--- config.mk ---
export PLATFORM = sky130hd
export DESIGN_NAME = prt_ingress_writer
export DESIGN_NICKNAME = d
export VERILOG_FILES = /design/src/rtl/prt_ingress_writer.sv
export SDC_FILE = /design/constraint.sdc
export NUM_CORES = 1
export LEC_CHECK = 0
export ABC_AREA = 1
export BUFFER_PORTS_ARGS = -buffer_cell sky130_fd_sc_hd__buf_4
export CELL_PAD_IN_SITES_DETAIL_PLACEMENT = 0
export CELL_PAD_IN_SITES_GLOBAL_PLACEMENT = 2
export CORE_MARGIN = 5
export CORE_UTILIZATION = 28
export DETAILED_ROUTE_END_ITERATION = 16
export GPL_ROUTABILITY_DRIVEN = 0
export PLACE_DENSITY = 0.85
export REMOVE_ABC_BUFFERS = 1
export SYNTH_ARGS = -nofsm -noshare
export SYNTH_HDL_FRONTEND = slang
export SYNTH_SLANG_ARGS = --single-unit
--- constraint.sdc ---
create_clock -name CLK -period 2.1 [get_ports CLK]
set_input_delay 0.42 -clock CLK [delete_from_list [all_inputs] [get_ports CLK]]
set_output_delay 0.42 -clock CLK [all_outputs]
set_load 0.01 [all_outputs]
--- src/rtl/prt_ingress_writer.sv ---
// prt_ingress_writer: moves one upstream byte-stream frame into a PRT slot and
// then hands a frame descriptor (slot, length) downstream.
// Optional feature: define PRT_INGRESS_LEN_CHECK_EN to enable the per-frame
// length limit (MAX_FRAME_BYTES). Oversize frames are finished, invalidated,
// drained and counted in drop_cnt. Without the macro there is no length limit
// and drop_cnt is tied to zero.
module prt_ingress_writer #(
  parameter int DATA_WIDTH      = 8,
  parameter int MAX_FRAME_BYTES = 2000
) (
  input  logic                  CLK,
  input  logic                  RST_N,
  input  logic                  rx_valid,
  output logic                  rx_ready,
  input  logic                  rx_last,
  input  logic [DATA_WIDTH-1:0] rx_data,
  output logic                  prt_start_en,
  input  logic                  prt_start_rdy,
  input  logic                  prt_slot,
  output logic                  prt_wr_en,
  input  logic                  prt_wr_rdy,
  output logic [DATA_WIDTH-1:0] prt_wr_data,
  output logic                  prt_finish_en,
  input  logic                  prt_finish_rdy,
  output logic                  prt_inval_en,
  input  logic                  prt_inval_rdy,
  output logic                  prt_inval_slot,
  output logic                  desc_valid,
  input  logic                  desc_ready,
  output logic                  desc_slot,
  output logic [15:0]           desc_len,
  output logic [15:0]           drop_cnt
);

  typedef enum logic [2:0] {
    IDLE, START, WAIT_WR, STREAM, DESC, OVF_INVAL, DROP
  } state_t;

  // The byte counter must be able to reach MAX_FRAME_BYTES for the limit compare.
  if (MAX_FRAME_BYTES < 1 || MAX_FRAME_BYTES > 65535) begin : g_bad_max
    $error("prt_ingress_writer: MAX_FRAME_BYTES must be in 1..65535");
  end

  function automatic logic [15:0] sat_inc16(input logic [15:0] v);
    return (v == 16'hFFFF) ? v : v + 16'd1;
  endfunction

  state_t      state_q, state_d;
  logic        slot_q;
  logic [15:0] byte_cnt_q;
  logic [15:0] desc_len_q;
  logic        desc_slot_q;
  logic        ovf_last_q;
  logic        beat_acc;
  logic        ovf_beat;
  logic        rx_ready_c, start_c, wr_c, fin_c, inval_c;

  // The PRT takes the finish together with the last write; its ready is not consulted.
  logic unused_finish_rdy;
  assign unused_finish_rdy = prt_finish_rdy;

  assign beat_acc = rx_valid && prt_wr_rdy;

`ifdef PRT_INGRESS_LEN_CHECK_EN
  logic [15:0] drop_cnt_q;
  // An accepted beat when MAX_FRAME_BYTES are already stored would overflow the slot.
  assign ovf_beat = (byte_cnt_q == 16'(MAX_FRAME_BYTES));

  // Count frames that were invalidated for being oversize.
  always_ff @(posedge CLK or negedge RST_N) begin
    if (!RST_N)       drop_cnt_q <= '0;
    else if (inval_c) drop_cnt_q <= sat_inc16(drop_cnt_q);
  end
  assign drop_cnt = drop_cnt_q;
`else
  assign ovf_beat = 1'b0;
  assign drop_cnt = '0;
`endif

  // Next-state and handshake decode for the frame-writing sequence.
  always_comb begin
    state_d    = state_q;
    rx_ready_c = 1'b0;
    start_c    = 1'b0;
    wr_c       = 1'b0;
    fin_c      = 1'b0;
    inval_c    = 1'b0;
    case (state_q)
      IDLE: begin
        if (rx_valid && prt_start_rdy) begin
          start_c = 1'b1;
          state_d = START;
        end
      end
      START:   state_d = WAIT_WR;
      WAIT_WR: if (prt_wr_rdy) state_d = STREAM;
      STREAM: begin
        rx_ready_c = prt_wr_rdy;
        if (beat_acc) begin
          if (ovf_beat) begin
            fin_c   = 1'b1;
            state_d = OVF_INVAL;
          end else begin
            wr_c = 1'b1;
            if (rx_last) begin
              fin_c   = 1'b1;
              state_d = DESC;
            end
          end
        end
      end
      DESC: if (desc_ready) state_d = IDLE;
      OVF_INVAL: begin
        if (prt_inval_rdy) begin
          inval_c = 1'b1;
          state_d = ovf_last_q ? IDLE : DROP;
        end
      end
      DROP: begin
        rx_ready_c = 1'b1;
        if (rx_valid && rx_last) state_d = IDLE;
      end
      default: state_d = IDLE;
    endcase
  end

  // State, slot, counter and descriptor registers.
  always_ff @(posedge CLK or negedge RST_N) begin
    if (!RST_N) begin
      state_q     <= IDLE;
      slot_q      <= 1'b0;
      byte_cnt_q  <= '0;
      desc_len_q  <= '0;
      desc_slot_q <= 1'b0;
      ovf_last_q  <= 1'b0;
    end else begin
      state_q <= state_d;
      if (state_q == WAIT_WR && prt_wr_rdy) begin
        slot_q     <= prt_slot;
        byte_cnt_q <= '0;
      end
      if (wr_c) byte_cnt_q <= sat_inc16(byte_cnt_q);
      if (wr_c && rx_last) begin
        desc_len_q  <= sat_inc16(byte_cnt_q);
        desc_slot_q <= slot_q;
      end
      if (state_q == STREAM && beat_acc && ovf_beat) ovf_last_q <= rx_last;
    end
  end

  // Handshake outputs drop as soon as reset asserts, independent of the clock.
  assign rx_ready       = RST_N & rx_ready_c;
  assign prt_start_en   = RST_N & start_c;
  assign prt_wr_en      = RST_N & wr_c;
  assign prt_finish_en  = RST_N & fin_c;
  assign prt_inval_en   = RST_N & inval_c;
  assign desc_valid     = RST_N & (state_q == DESC);
  assign prt_wr_data    = rx_data;
  assign prt_inval_slot = slot_q;
  assign desc_slot      = desc_slot_q;
  assign desc_len       = desc_len_q;

endmodule

# Yosys cells after proc, flatten, opt, wreduce, memory -nomap -nowiden
# Cells that the tools add are included.
# word_totals
output_inout_bits	48
word_cells	55
ff_bits	37
in_bits	18
# op_classes
n_reduce_logical	8
eq_ne	14
mux	21
n_addsub	1
n_bitwise	6
# op_table
operator	n
16-bit 2-to-1 mux	3
3-bit 2-to-1 mux	7
3-bit one-hot mux with 7 select lines	1
16-bit by 1-bit adder with 16-bit output, second input constant	1
16-bit == test, second input constant	1
2-bit != test, second input constant	7
3-bit == test, second input constant	3
1-bit 2-to-1 mux	9
7-bit AND reduction	1
1-bit AND	6
3-bit by 2-bit == test with 1-bit output, second input constant	2
1-bit logical AND	5
3-bit by 1-bit == test with 1-bit output, second input constant	1
3-bit zero test	1
1-bit one-hot mux with 2 select lines	1
2-bit nonzero test	1

# Logic depth before layout (Yosys ltp)
# logic_depth
depth_word	4
ltp_mapped	11
ltp_nobuf	10

# Worst setup path after synthesis
# OpenSTA, ideal clock, no wires.
# synth_timing
path_type	register -> output
start	reg state_q[2]
end	out prt_finish_en
stages_incl_launch_ff	7
required_time_ns	1.680
setup_slack_ns	0.449
path_buffers	1
t_arrival_ns	1.231
cell_sequence	dfrtp_1 nor2_4 nand2_2 nor2_4 nand2_1 buf_2 nor2_1
# synth_between
elab_chain_cells	3
# synth_lines
item	line	source
from (decl)	48	state_t state_q, state_d;
from (signal assigned)	137	state_q <= state_d;
3-bit by 2-bit == test with 1-bit output	88	case (state_q)
1-bit 2-to-1 mux	88	
1-bit AND	155	assign prt_finish_en = RST_N & fin_c;
to (decl)	23	output logic prt_finish_en,
# No other way between the ends.

# Final worst setup path
# Same ends and word-level chain as after synthesis.

==> summary.md <==
| Metric | Value |
|---|---|
| Status | finished, final reports clean |
| Fin area | ~0.0027 sq mm |
| Fin cells | about 450 |
| Number of flops mapped to enable cells by yosys | 0 |
| Hold_buf cts | 0 |
| Synth async-reset ratio | 100.0% |
| Initial antenna violation count | 0 |
| Largest cells by area after synthesis | dfrtp_1 40%, nand2_1 21%, buf_4 8.0% |
| Mapped Area | 0.002336 sq mm |
| Setup Total Neg Slack | 0 ps |
| Register-to-Register Setup Slack | 390 ps |
| Register area share after synthesis | 39.64% |
| Synthesized flop and latch total | 37 |
| GRT Util Overall | 11.36% |
| F_max | between 0.5 and 0.6 GHz |
| Post-synth top cells | 132 x nand2_1, 37 x dfrtp_1, 25 x buf_4 |
| Layout cells sized above 1 | 21.84% |
| Largest net degree at the start of global routing | 21 |
| Crit. Startpoint | state_q[2] |
| Via count | 1,937 |
| Chip Height | 101.3 um |
| Yosys Warn Count | 0 |
| # IOs | 66 |
| MaxCap Viol Count | 0 |
| # resized after CTS | 0 |
| P&R area growth vs syn | 14.57% |
| Synthesized netlist cell count | roughly 320 |
| CP startpoint kind | flip-flop |
| Max Transition Viols Final | 0 |
| Final Hold Viols | 0 |
| Reg2reg path depth | 10 |
| Reg-to-Reg End | desc_len[0] |
| Most Frequent Cell on Critical Path | nor2_4 |
| CTS Sinks | 37 |
| Crit-path slowest cell | dfrtp_1 |
| PwrDens | 812.2 mW/mm^2 |
| Arr. time, crit path | approximately 1500 ps |
| First-pass iteration count of the detailed router | 4 |
| Max VDD drop | 0.0003934 V |
| # nets final | between 300 and 400 |
| Starting density of the core | approximately 29% |
| Num CTS Buffers | 5 |
| Bufs and invs on worst path | 1 |
| Diodes inserted | 0 |
| Leading area contributor after synthesis | dfrtp_1 |
| Post-Route WL | 5.437 mm |
| Setup repair bufs after CTS | 0 |
| Placed Area | 0.002590 sq mm |
| Area of the multi-input gates | 0.001142 sq mm |
| Critical R2R Launch | byte_cnt_q[0] |
| Die width | a little over 100 um |
| Unrepaired setup endpoints after global routing | false |
| Top-count cell post-synth | nand2_1 |
| Syn Area/Cell | 7.346 sq um |
| Top_reg_cell synth | dfrtp_1 |
| Power Total | ~0.0022 W |
| GRT overflow | 0 |
| ANT nets after route | 0 |
| DP HPWL | 4.160 mm |
| Row count | 33 |
| Die area | 0.01027 sq mm |
| Worst-path clk slew | 70 ps |
| Core box area | a little over 0.008 sq mm |
| Layout filler cell count | 901 |
| Residual DRC count | 0 |
| Clk_skew | 5.502 ps |
| First-iteration detailed-routing DRC count | 67 |
| Worst Setup EP | prt_finish_en |
| Critical path depth | 6 |
| FF/Latch Area | around 930 sq um |
| Min-Delay Path Class | in2async |
| Top cell type's share of synthesized area | 39.64% |
| P_leak | 1.513 nW |
| Worst-skew pair later-pin latency | 290 ps |
| Crit end category | output port |
| Crit-path max cell delay | 460 ps |
| Post-synthesis cell type count | 27 |
| Worst EP required | 1680 ps |
| Placed cell count | 446 |
| CTS H-Tree Depth | 2 |
| CP Cell Sequence | nor2_4 > nand2_2 > nor2_4 > nand2_1 > nor2_1 > buf_4 |
| Vias in the first global route | 1,985 |
| Fin crit period | 1916 ps |
| Wirelength per Cell | between 10 and 15 um |
| Root Buffer Master | clkbuf_8 |
| Final setup viols | 0 |
| Port bufs | 32 |
| Critical path class | reg2out |
| Clock Path Buffers | 2 |
| Final period util | 91.24% |
| CTS tree | done |
| Vias/cell | 4.276 |
| Global-route wire length before repair | 9.370 mm |
| Critical path's top delay family | simple AND/OR/NAND/NOR gates |
| CP Max Fanout | 6 |
kinds of logic (layout without fill, tap and decap cells):
kind of cell	Yosys count	count (layout)	share of synthesized area, %
other cells	1	16	0.1605
compound gates	15	15	4.071
fa+ha+maj	1	1	0.5355
simple gates	201	201	39.74
flops	37	37	39.64
mux	1	1	0.4820
buf+inv	58	73	13.87
xor+xnor	4	4	1.500
registers in the layout (all words and copies together) (netlist names):
| signal | cells |
|---|---|
| byte_cnt_q | 16 |
| desc_len | 16 |
| desc_slot | 1 |
| prt_inval_slot | 1 |
| state_q | 3 |
layout by cell type, fill, tap and decap left out:
| cell type | count |
|---|---|
| xor2_1 | 4 |
| nor2_1 | 24 |
| nand2_2 | 3 |
| nand3b_1 | 1 |
| mux2_2 | 1 |
| buf_4 | 38 |
| inv_1 | 21 |
| inv_2 | 7 |
| nand3_2 | 9 |
| nand3_1 | 14 |
| conb_1 | 16 |
| a21oi_1 | 2 |
| nor2_8 | 1 |
| nor4_1 | 2 |
| clkbuf_1 | 1 |
| o21ai_1 | 6 |
| o21bai_1 | 5 |
| or2_2 | 2 |
| clkbuf_8 | 6 |
| dfrtp_1 | 37 |
| nand2_1 | 132 |
| nor2_2 | 1 |
| nor2_4 | 3 |
| nand4_1 | 6 |
| ha_1 | 1 |
| o21ai_2 | 2 |
| nand2_4 | 3 |
metal layers:
| metal | global-route usage (%) | part of all wire (%) | up-vias |
|---|---|---|---|
| met5 | 0 | 0 | - |
| met4 | 3.988 | 1.6 | 0 |
| met3 | 2.548 | 4.3 | 8 |
| met2 | 18.16 | 46 | 48 |
| met1 | 15.11 | 48 | 872 |
| li1 | - | - | 1009 |
power by group:
| part | switching [W] | total [W] | internal [W] |
|---|---|---|---|
| clock | 0.000249 | 0.000510 | 0.000261 |
| sequential | 0.000119 | 0.000951 | 0.000832 |
| combinational | 0.000423 | 0.000713 | 0.000290 |
cell type report:
cell class                 count  area share (%)
clock buffer                   7           3.226
multi-input combinational    238           42.68
sequential                    37           34.60
tap                          105           4.909
inverter                      28           3.927
timing repair buffer          38           10.66
through the flow:
stage | setup slack [ps] | hold slack [ps] | utilization (%)
after CTS | 168.9 | 106.5 | 32.74
after global routing | 35.01 | 125.7 | 32.74
final | 184.0 | 99.43 | 32.74
after detailed placement | 376.8 | 420.3 | 31.68
after global placement | 398.7 | 416.8 | 31.68
after floorplan | 160.1 | 124.4 | -
worst min path at each step:
stage	end	depth (start not counted)	slack (ps)	start
3_3_place_gp	prt_inval_slot	2	420	RST_N
3_5_place_dp	prt_inval_slot	2	420	RST_N
4_1_cts	byte_cnt_q[2]	2	110	RST_N
2_1_floorplan	byte_cnt_q[0]	0	120	RST_N
6_report	desc_len[2]	2	100	RST_N
5_1_grt	prt_inval_slot	2	130	RST_N
Note: power is estimated with default switching activity, not from simulation.
